File: src/rtl/uart_alu_engine.sv
// Byte-stream packet engine: parses framed echo/add/mul/div commands from rx, returns results on tx.
// Results are DATA_W/8 bytes, least-significant byte first; ready/valid on both byte interfaces.
module uart_alu_engine #(
  parameter int DATA_W = 32
) (
  input  logic       clk_i,
  input  logic       rst_i,
  input  logic [7:0] rx_data_i,
  input  logic       rx_valid_i,
  output logic       rx_ready_o,
  output logic [7:0] tx_data_o,
  output logic       tx_valid_o,
  input  logic       tx_ready_i,
  output logic       busy_o,
  output logic       err_o
);

  localparam int          BYTES    = DATA_W / 8;
  localparam logic [3:0]  LAST_B   = 4'(BYTES - 1);
  localparam logic [15:0] BYTES16  = 16'(BYTES);
  localparam logic [15:0] DIV_PAY  = 16'(2 * BYTES);
  localparam logic [6:0]  DIV_LAST = 7'(DATA_W - 1);

  localparam logic [7:0] OP_ECHO = 8'hEC;
  localparam logic [7:0] OP_ADD  = 8'hA0;
  localparam logic [7:0] OP_MUL  = 8'hA1;
  localparam logic [7:0] OP_DIV  = 8'hA2;

  typedef enum logic [3:0] {
    S_OPCODE, S_RSVD, S_LEN_LO, S_LEN_HI, S_PAYLOAD, S_DIV, S_SEND, S_ECHO, S_DRAIN
  } state_t;

  state_t              state_q, state_d;
  logic [7:0]          opc_q, opc_d;
  logic [7:0]          len_lo_q, len_lo_d;
  logic [15:0]         cnt_q, cnt_d;
  logic [3:0]          bidx_q, bidx_d;
  logic                first_q, first_d;
  logic [DATA_W-1:0]   shreg_q, shreg_d;
  logic [DATA_W-1:0]   acc_q, acc_d;
  logic [DATA_W-1:0]   dvs_q, dvs_d;
  logic [DATA_W-1:0]   rem_q, rem_d;
  logic [6:0]          dcnt_q, dcnt_d;
  logic                err_q, err_d;

  logic [15:0]         len_full, pay_len;
  logic                len_short, hdr_ok, rx_fire, tx_fire, div_ge;
  logic [DATA_W-1:0]   opnd;
  logic [DATA_W:0]     rem_sh;

  assign len_full  = {rx_data_i, len_lo_q};
  assign pay_len   = len_full - 16'd4;
  assign len_short = len_full < 16'd4;

  // Operand as it will look once the current rx byte lands in its little-endian slot.
  always_comb begin
    opnd = shreg_q;
    opnd[{bidx_q, 3'b000} +: 8] = rx_data_i;
  end

  // Restoring divider: quotient bits shift into acc_q as dividend bits shift out of it.
  assign rem_sh = {rem_q, acc_q[DATA_W-1]};
  assign div_ge = rem_sh >= {1'b0, dvs_q};

  always_comb begin
    hdr_ok = 1'b0;
    if (!len_short) begin
      case (opc_q)
        OP_ECHO:        hdr_ok = 1'b1;
        OP_ADD, OP_MUL: hdr_ok = ((pay_len % BYTES16) == 16'd0) && (pay_len != 16'd0);
        OP_DIV:         hdr_ok = pay_len == DIV_PAY;
        default:        hdr_ok = 1'b0;
      endcase
    end
  end

  always_comb begin
    rx_ready_o = 1'b1;
    tx_valid_o = 1'b0;
    tx_data_o  = 8'h00;
    state_d    = state_q;
    opc_d      = opc_q;
    len_lo_d   = len_lo_q;
    cnt_d      = cnt_q;
    bidx_d     = bidx_q;
    first_d    = first_q;
    shreg_d    = shreg_q;
    acc_d      = acc_q;
    dvs_d      = dvs_q;
    rem_d      = rem_q;
    dcnt_d     = dcnt_q;
    err_d      = 1'b0;

    case (state_q)
      S_DIV:  rx_ready_o = 1'b0;
      S_SEND: begin
        rx_ready_o = 1'b0;
        tx_valid_o = 1'b1;
        tx_data_o  = acc_q[7:0];
      end
      S_ECHO: begin
        rx_ready_o = tx_ready_i;
        tx_valid_o = rx_valid_i;
        tx_data_o  = rx_data_i;
      end
      default: ;
    endcase

    rx_fire = rx_valid_i & rx_ready_o;
    tx_fire = tx_valid_o & tx_ready_i;

    case (state_q)
      S_OPCODE: if (rx_fire) begin
        opc_d   = rx_data_i;
        state_d = S_RSVD;
      end
      S_RSVD: if (rx_fire) state_d = S_LEN_LO;
      S_LEN_LO: if (rx_fire) begin
        len_lo_d = rx_data_i;
        state_d  = S_LEN_HI;
      end
      S_LEN_HI: if (rx_fire) begin
        cnt_d   = len_short ? 16'd0 : pay_len;
        bidx_d  = 4'd0;
        first_d = 1'b1;
        shreg_d = '0;
        acc_d   = '0;
        err_d   = ~hdr_ok;
        if (len_short || pay_len == 16'd0) state_d = S_OPCODE;
        else if (!hdr_ok)                  state_d = S_DRAIN;
        else if (opc_q == OP_ECHO)         state_d = S_ECHO;
        else                               state_d = S_PAYLOAD;
      end
      S_PAYLOAD: if (rx_fire) begin
        cnt_d = cnt_q - 16'd1;
        if (bidx_q == LAST_B) begin
          bidx_d  = 4'd0;
          shreg_d = '0;
          first_d = 1'b0;
          if (first_q)              acc_d = opnd;
          else if (opc_q == OP_ADD) acc_d = acc_q + opnd;
          else if (opc_q == OP_MUL) acc_d = acc_q * opnd;
          else                      dvs_d = opnd;
        end else begin
          bidx_d  = bidx_q + 4'd1;
          shreg_d = opnd;
        end
        if (cnt_q == 16'd1) begin
          state_d = (opc_q == OP_DIV) ? S_DIV : S_SEND;
          rem_d   = '0;
          dcnt_d  = 7'd0;
        end
      end
      S_DIV: begin
        rem_d  = div_ge ? (rem_sh[DATA_W-1:0] - dvs_q) : rem_sh[DATA_W-1:0];
        acc_d  = {acc_q[DATA_W-2:0], div_ge};
        dcnt_d = dcnt_q + 7'd1;
        if (dcnt_q == DIV_LAST) state_d = S_SEND;
      end
      S_SEND: if (tx_fire) begin
        acc_d = acc_q >> 8;
        if (bidx_q == LAST_B) begin
          bidx_d  = 4'd0;
          state_d = S_OPCODE;
        end else begin
          bidx_d = bidx_q + 4'd1;
        end
      end
      S_ECHO, S_DRAIN: if (rx_fire) begin
        cnt_d = cnt_q - 16'd1;
        if (cnt_q == 16'd1) state_d = S_OPCODE;
      end
      default: state_d = S_OPCODE;
    endcase
  end

  always_ff @(posedge clk_i or posedge rst_i) begin
    if (rst_i) begin
      state_q  <= S_OPCODE;
      opc_q    <= 8'h00;
      len_lo_q <= 8'h00;
      cnt_q    <= 16'd0;
      bidx_q   <= 4'd0;
      first_q  <= 1'b0;
      shreg_q  <= '0;
      acc_q    <= '0;
      dvs_q    <= '0;
      rem_q    <= '0;
      dcnt_q   <= 7'd0;
      err_q    <= 1'b0;
    end else begin
      state_q  <= state_d;
      opc_q    <= opc_d;
      len_lo_q <= len_lo_d;
      cnt_q    <= cnt_d;
      bidx_q   <= bidx_d;
      first_q  <= first_d;
      shreg_q  <= shreg_d;
      acc_q    <= acc_d;
      dvs_q    <= dvs_d;
      rem_q    <= rem_d;
      dcnt_q   <= dcnt_d;
      err_q    <= err_d;
    end
  end

  assign busy_o = state_q != S_OPCODE;
  assign err_o  = err_q;

endmodule

File: config.mk
export PLATFORM = sky130hd
export DESIGN_NAME = uart_alu_engine
export DESIGN_NICKNAME = d
export VERILOG_FILES = /design/src/rtl/uart_alu_engine.sv
export SDC_FILE = /design/constraint.sdc
export NUM_CORES = 2
export LEC_CHECK = 0
export ABC_AREA = 1
export CORE_ASPECT_RATIO = 0.6
export CORE_MARGIN = 2
export CORE_UTILIZATION = 40
export DETAILED_ROUTE_END_ITERATION = 8
export PLACE_DENSITY = 0.64
export SETUP_SLACK_MARGIN = 0.3
export SYNTH_ARGS = -nofsm -noshare
export SYNTH_HDL_FRONTEND = slang
export SYNTH_SLANG_ARGS = --single-unit
File: constraint.sdc
create_clock -name clk_i -period 21.2 [get_ports clk_i]
set_clock_uncertainty 0.1 [all_clocks]
set_input_delay 6.36 -clock clk_i [delete_from_list [all_inputs] [get_ports clk_i]]
set_output_delay 6.36 -clock clk_i [all_outputs]
set_load 0.01 [all_outputs]
* Word level (Yosys, flattened, before mapping)
Index checks and enable logic that the tools add are counted.
** Word-level totals
- Register bits after elaboration :: 177
- Input port bits :: 12
- Output and inout port bits :: 12
- Logic and storage cells :: 141
** Operators by class
- Add/sub/neg operators :: 7
- Multiply operators :: 1
- Order comparisons :: 2
- Eq/ne operators :: 30
- Shifts and indexed selects :: 2
- Muxes and demuxes :: 55
- Bitwise logic cells :: 6
- Reductions and logical operators :: 26
** Operators by type and width (number)
- 2-to-1 mux 32 bit :: 12
- case mux 32 bit (2 select lines) :: 2
- case mux 32 bit (4 select lines) :: 1
- 2-to-1 mux 4 bit :: 17
- 2-to-1 mux 16 bit :: 3
- greater-or-equal comparator 33 x 32 -> 1 bit :: 1
- adder 32 bit :: 1
- bitwise mux 32 bit :: 1
- == test 8 bit, second input constant :: 4
- zero test 16 bit :: 2
- multiplier 32 x 32 -> 32 bit :: 1
- case mux 16 bit (2 select lines) :: 1
- case mux 4 bit (8 select lines) :: 1
- variable shift 8 x 9 -> 32 bit, first input constant :: 1
- variable part select 8 x 9 -> 32 bit :: 1
- subtractor 32 bit :: 1
- != test 2 bit, second input constant :: 12
- == test 16 x 1 -> 1 bit, second input constant :: 1
- == test 16 x 4 -> 1 bit, second input constant :: 1
- == test 4 x 3 -> 1 bit, second input constant :: 4
- less-than comparator 16 x 3 -> 1 bit, second input constant :: 1
- case mux 8 bit (2 select lines) :: 1
- nonzero test 16 bit :: 1
- subtractor 16 x 1 -> 16 bit, second input constant :: 1
- other kinds (32) :: 57

* Longest topological paths before layout
- Word-level depth :: 10
- Mapped depth :: 47
- Mapped depth without buffers :: 45

* Worst setup path after synthesis
No wires, ideal clock.
- Path kind :: in2reg
- Start point :: input rx_data_i[0]
- End point :: register acc_q[30]
- Library setup time :: 0.130 ns
- Data arrival time :: 13.229 ns
- Required time :: 20.970 ns
- Slack :: 7.741 ns
- Stages :: 37
- Path buffers :: 2
- Path through :: clkbuf_1 nand3_1 inv_1 nand3_1 nand2_2 buf_1 nand2_1 fa_1 inv_1 fa_1 fa_1 inv_1 fa_1 inv_1 fa_1 inv_1 fa_1 inv_1 fa_1 fa_1 ha_1 nand2_1 nor4_1 nand3_1 nand3_1 nand3_1 nand2_1 nand3_1 o21ai_0 or2_2 nand3_1 o21ai_0 a21oi_1 o21ai_0 o21ai_0 nand2_1 o21ai_0
** Between the ends
- Longest elaborated chain between the ends :: 9
- Elaborated cells on any way between the ends :: 10
- Those cells by class :: 1 x add/sub; 1 x mul; 1 x shift; 7 x mux
** Ends and longest elaborated chain
- start: declaration :: line 8 : input logic [7:0] rx_data_i,
- variable part select 8 x 9 -> 32 bit * :: line 58 : opnd[{bidx_q, 3'b000} +: 8] = rx_data_i;
- bitwise mux 32 bit * :: line 58
- named net opnd[8] :: line 48 : logic [DATA_W-1:0] opnd;
- multiplier 32 x 32 -> 32 bit :: line 142 : else if (opc_q == OP_MUL) acc_d = acc_q * opnd;
- 2-to-1 mux 32 bit :: line 142
- 2-to-1 mux 32 bit * :: line 141 : else if (opc_q == OP_ADD) acc_d = acc_q + opnd;
- 2-to-1 mux 32 bit * :: line 140 : if (first_q) acc_d = opnd;
- 2-to-1 mux 32 bit * :: line 136 : if (bidx_q == LAST_B) begin
- 2-to-1 mux 32 bit * :: line 134 : S_PAYLOAD: if (rx_fire) begin
- case mux 32 bit (4 select lines) * :: line 112 : case (state_q)
- end signal: assignment :: line 186 : acc_q <= '0;
- end signal: assignment :: line 199 : acc_q <= acc_d;
- end: declaration :: line 40 : logic [DATA_W-1:0] acc_q, acc_d;
The timed path passes the listed nets; every way through them passes the cells marked *. The select of a mux whose other input is x is not followed.
A chain may end at the register's enable or synchronous reset.

* Final worst setup path
- Start point :: input rx_data_i[1]
- End point :: register acc_q[30]
** Between the ends
- Longest elaborated chain between the ends :: 9
- Elaborated cells on any way between the ends :: 10
- Those cells by class :: 1 x add/sub; 1 x mul; 1 x shift; 7 x mux
** Ends and longest elaborated chain (line)
- variable part select 8 x 9 -> 32 bit * :: 58
- bitwise mux 32 bit * :: 58
- multiplier 32 x 32 -> 32 bit :: 142
- 2-to-1 mux 32 bit :: 142
- 2-to-1 mux 32 bit :: 141
- 2-to-1 mux 32 bit * :: 140
- 2-to-1 mux 32 bit * :: 136
- 2-to-1 mux 32 bit * :: 134
- case mux 32 bit (4 select lines) * :: 112
Mark *: on every way between the ends. The rest lies on a longest branch, timed or not. The select of a mux whose other input is x is not followed.

==> metrics.md <==
| Metric | Value |
|---|---|
| Outcome | finished clean |
| Top-count cell post-synth | nand2_1 |
| Fmax | 0.06608 GHz |
| Worst R2R Path Depth | 35 |
| Area grow syn2layout | 6.523% |
| Std cell rows | 75 |
| GR Util All Layers | 0.2991 |
| Worst path arrival time | 15,380 ps |
| RSZ-0062 raised after global routing | false |
| Ranking of synthesized cells by area | fa_1 (29%), dfrtp_1 (16%), nand2_1 (9.8%) |
| Slew HR | 0.2097 |
| Clock Sink Count | 177 |
| CP endpoint kind | register |
| Post-synthesis cell type count | 58 |
| RePlAce Congestion | 1.040 |
| Number of flops mapped to enable cells by yosys | 0 |
| Hold Violations, Final | 0 |
| Power per Cell Area | 82.89 mW/mm^2 |
| Worst path max stage delay | 680 ps |
| Register bit count reported by yosys | 177 |
| Yosys top cell by area | fa_1 |
| Max FO, Critical Path | 15 |
| Avg Inst Size Synth | 7.548 sq um |
| Max Slew Vio Count | 0 |
| M3 GR Usage | 0.1610 |
| Synthesized Nets | 4,385 |
| Drt via density | 5.658 |
| Post-synth top cells | nand2_1 (744), inv_1 (684), nor2_1 (435), fa_1 (410), o21ai_0 (279) |
| Initial core utilization | 0.4058 |
| Vias in the first global route | 25.36k |
| Pin count of the biggest net entering global routing | 125 |
| WP data required | 21,450 ps |
| Pre-antenna DRT Iters | 6 |
| CTS root buffer | clkbuf_16 |
| Die Span X | 348.3 um |
| Most used routing layer | met1 |
| WHS Endpoint | shreg_q[31] |
| Clock-pin slew on the worst setup and hold paths | 90 ps |
| Post-route ant nets | 0 |
| R2r startpoint | bidx_q[0] |
| Gate Count Post-Synth | 3,769 |
| M2 GR Usage | 0.3780 |
| Die area | 0.07334 sq mm |
| Via count | 26.36k |
| Min-delay src | shreg_q[31] |
| Synthesis Warnings | 0 |
| Hold crit path type | reg2reg |
| Die Y | 210.6 um |
| Critical Path Source Type | input port |
| DR iter-0 viols | 3,356 |
| Pre-CTS setup slack | 5830 ps |
| CTS tree | done |
| CTS Buf Count | 17 |
| Post-CTS Setup Bufs | 0 |
| Worst setup margin | 6067 ps |
| Drt wl/cell | 23.17 um |
| Core region area | 0.07010 sq mm |
| Maximum clock path buffer count | 2 |
| Max Cap Viol | 0 |
| DRC | 0 |
| Crit path kind | in2reg |
| Setup_tns | 0 ps |
| Hold Path Depth | 2 |
| Sequential-to-total area share from yosys stat | 0.1557 |
| Leakage | 14.77 nW |
| Setup slack, reg-to-reg | 10,120 ps |
| Initial antenna violation count | 1 |
| Yosys top cell area share | 0.2885 |
| HPWL Detailed | 84.92 mm |
| Prevailing post-synth register cell | dfrtp_1 |
| Final min period | 15,130 ps |
| Final WL | 107.9 mm |
| Final nets | 4,335 |
| Synth Cell Area | 0.02845 sq mm |
| IO Port Bufs | 23 |
| Peak VDD IR | 0.1006 mV |
| Later-pin clock latency in the skew report | 490 ps |
| Footprint of the multi-input gates | 0.02079 sq mm |
| Fin crit share | 0.7138 |
| First-pass GRT wire length | 162.9 mm |
| Worst-Margin Slew | 1183 ps |
| Share of layout cells above drive strength 1 | 0.04823 |
| GR Overflow Total | 0 |
| Slowest stage cell, crit path | clkdlybuf4s50_1 |
| Post-synth ARST share | 1.000 |
| CTS-repair resized insts | 0 |
| Worst path most repeated cell | fa_1 |
| Filler cells | 7,122 |
| Met1 GRT Util | 0.4383 |
| I/O Pins | 24 |
| Critical R2R Capture | acc_q[22] |
| Reg area | 0.004429 sq mm |
| # hold bufs at CTS | 0 |
| H-tree levels | 4 |
| Final Setup Violations | 0 |
## routing by layer
metal / share of wire / vias to the layer above
met2: 0.36 / 1786
li1: - / 11680
met5: 0 / -
met1: 0.44 / 12720
met3: 0.18 / 177
met4: 0.022 / 0
## worst max path at each step
stage	slack, ps	endpoint	from
6_report	6070	acc_q[30]	rx_data_i[1]
5_1_grt	5630	acc_q[30]	rx_data_i[1]
4_1_cts	6330	acc_q[30]	rx_data_i[1]
3_5_place_dp	5830	acc_q[30]	rx_data_i[1]
3_3_place_gp	5900	acc_q[30]	rx_data_i[1]
2_1_floorplan	7740	acc_q[30]	rx_data_i[0]
## cell usage in the layout, fill, tap and decap left out, types with 14 or more instances in the layout
cell type and n:
inv_1 682, o21ai_0 278, xnor2_1 29, xor2_1 38, nand3_1 149, o21ai_1 17, clkdlybuf4s50_1 23, buf_4 51
nor2_1 434, clkinv_1 14, a21oi_1 145, nor3_1 21, inv_2 15, o22ai_1 49, ha_1 194, nand2_1 744
fa_1 410, o211ai_1 18, clkbuf_16 17, or2_2 18, nand4_1 28, nand2_2 19, dfrtp_1 177, o21ai_2 14
## flip-flops by register name (all words and copies together) (netlist names)
name      cells
acc_q        32
bidx_q        4
cnt_q        16
dcnt_q        7
dvs_q        32
err_o         1
first_q       1
len_lo_q      8
opc_q         8
rem_q        32
shreg_q      32
state_q       4
## metrics by stage
step | std cells | hold WS, ps | power [mW] | utilization | instance area (sq um)
final | 4658 | 384.2 | 2.512 | 0.4323 | 30300
after global routing | 4656 | 426.6 | 2.645 | 0.4322 | 30300
after CTS | 4656 | 385.0 | 2.425 | 0.4322 | 30300
after detailed placement | 4624 | 365.2 | 2.070 | 0.4233 | 29670
after global placement | 4624 | 356.5 | 2.056 | 0.4233 | 29670
after floorplan | 3769 | 342.2 | 1.540 | - | 28450
## power breakdown
part	internal (mW)	switching, mW
sequential	0.429	0.0870
combinational	0.428	1.21
clock	0.172	0.184
total	1.03	1.48
## critical path, delay by kind of cell
family | cells | cell delay (ps)
fa+ha+maj | 10 | 4390
simple gates | 13 | 2290
buf+inv | 6 | 1530
compound gates | 6 | 760
## cell type report
cell class,instances,share of cell area
timing repair buffer,74,0.02023
inverter,712,0.08844
multi-input combinational,2737,0.6861
clock buffer,17,0.01404
antenna,2,0.0001652
tap,924,0.03815
clock inverter,15,0.006730
sequential,177,0.1462
## logic make-up after synthesis
logic type	count (synthesis)	synth area share
AND/OR/NAND/NOR	1461	0.2148
XOR/XNOR	68	0.02120
flip-flops	177	0.1557
adder cells (fa/ha/maj)	604	0.3738
AO/OA/AOI/OAI	604	0.1199
buffers and inverters	855	0.1145
Power figures use the tool's default switching activity.
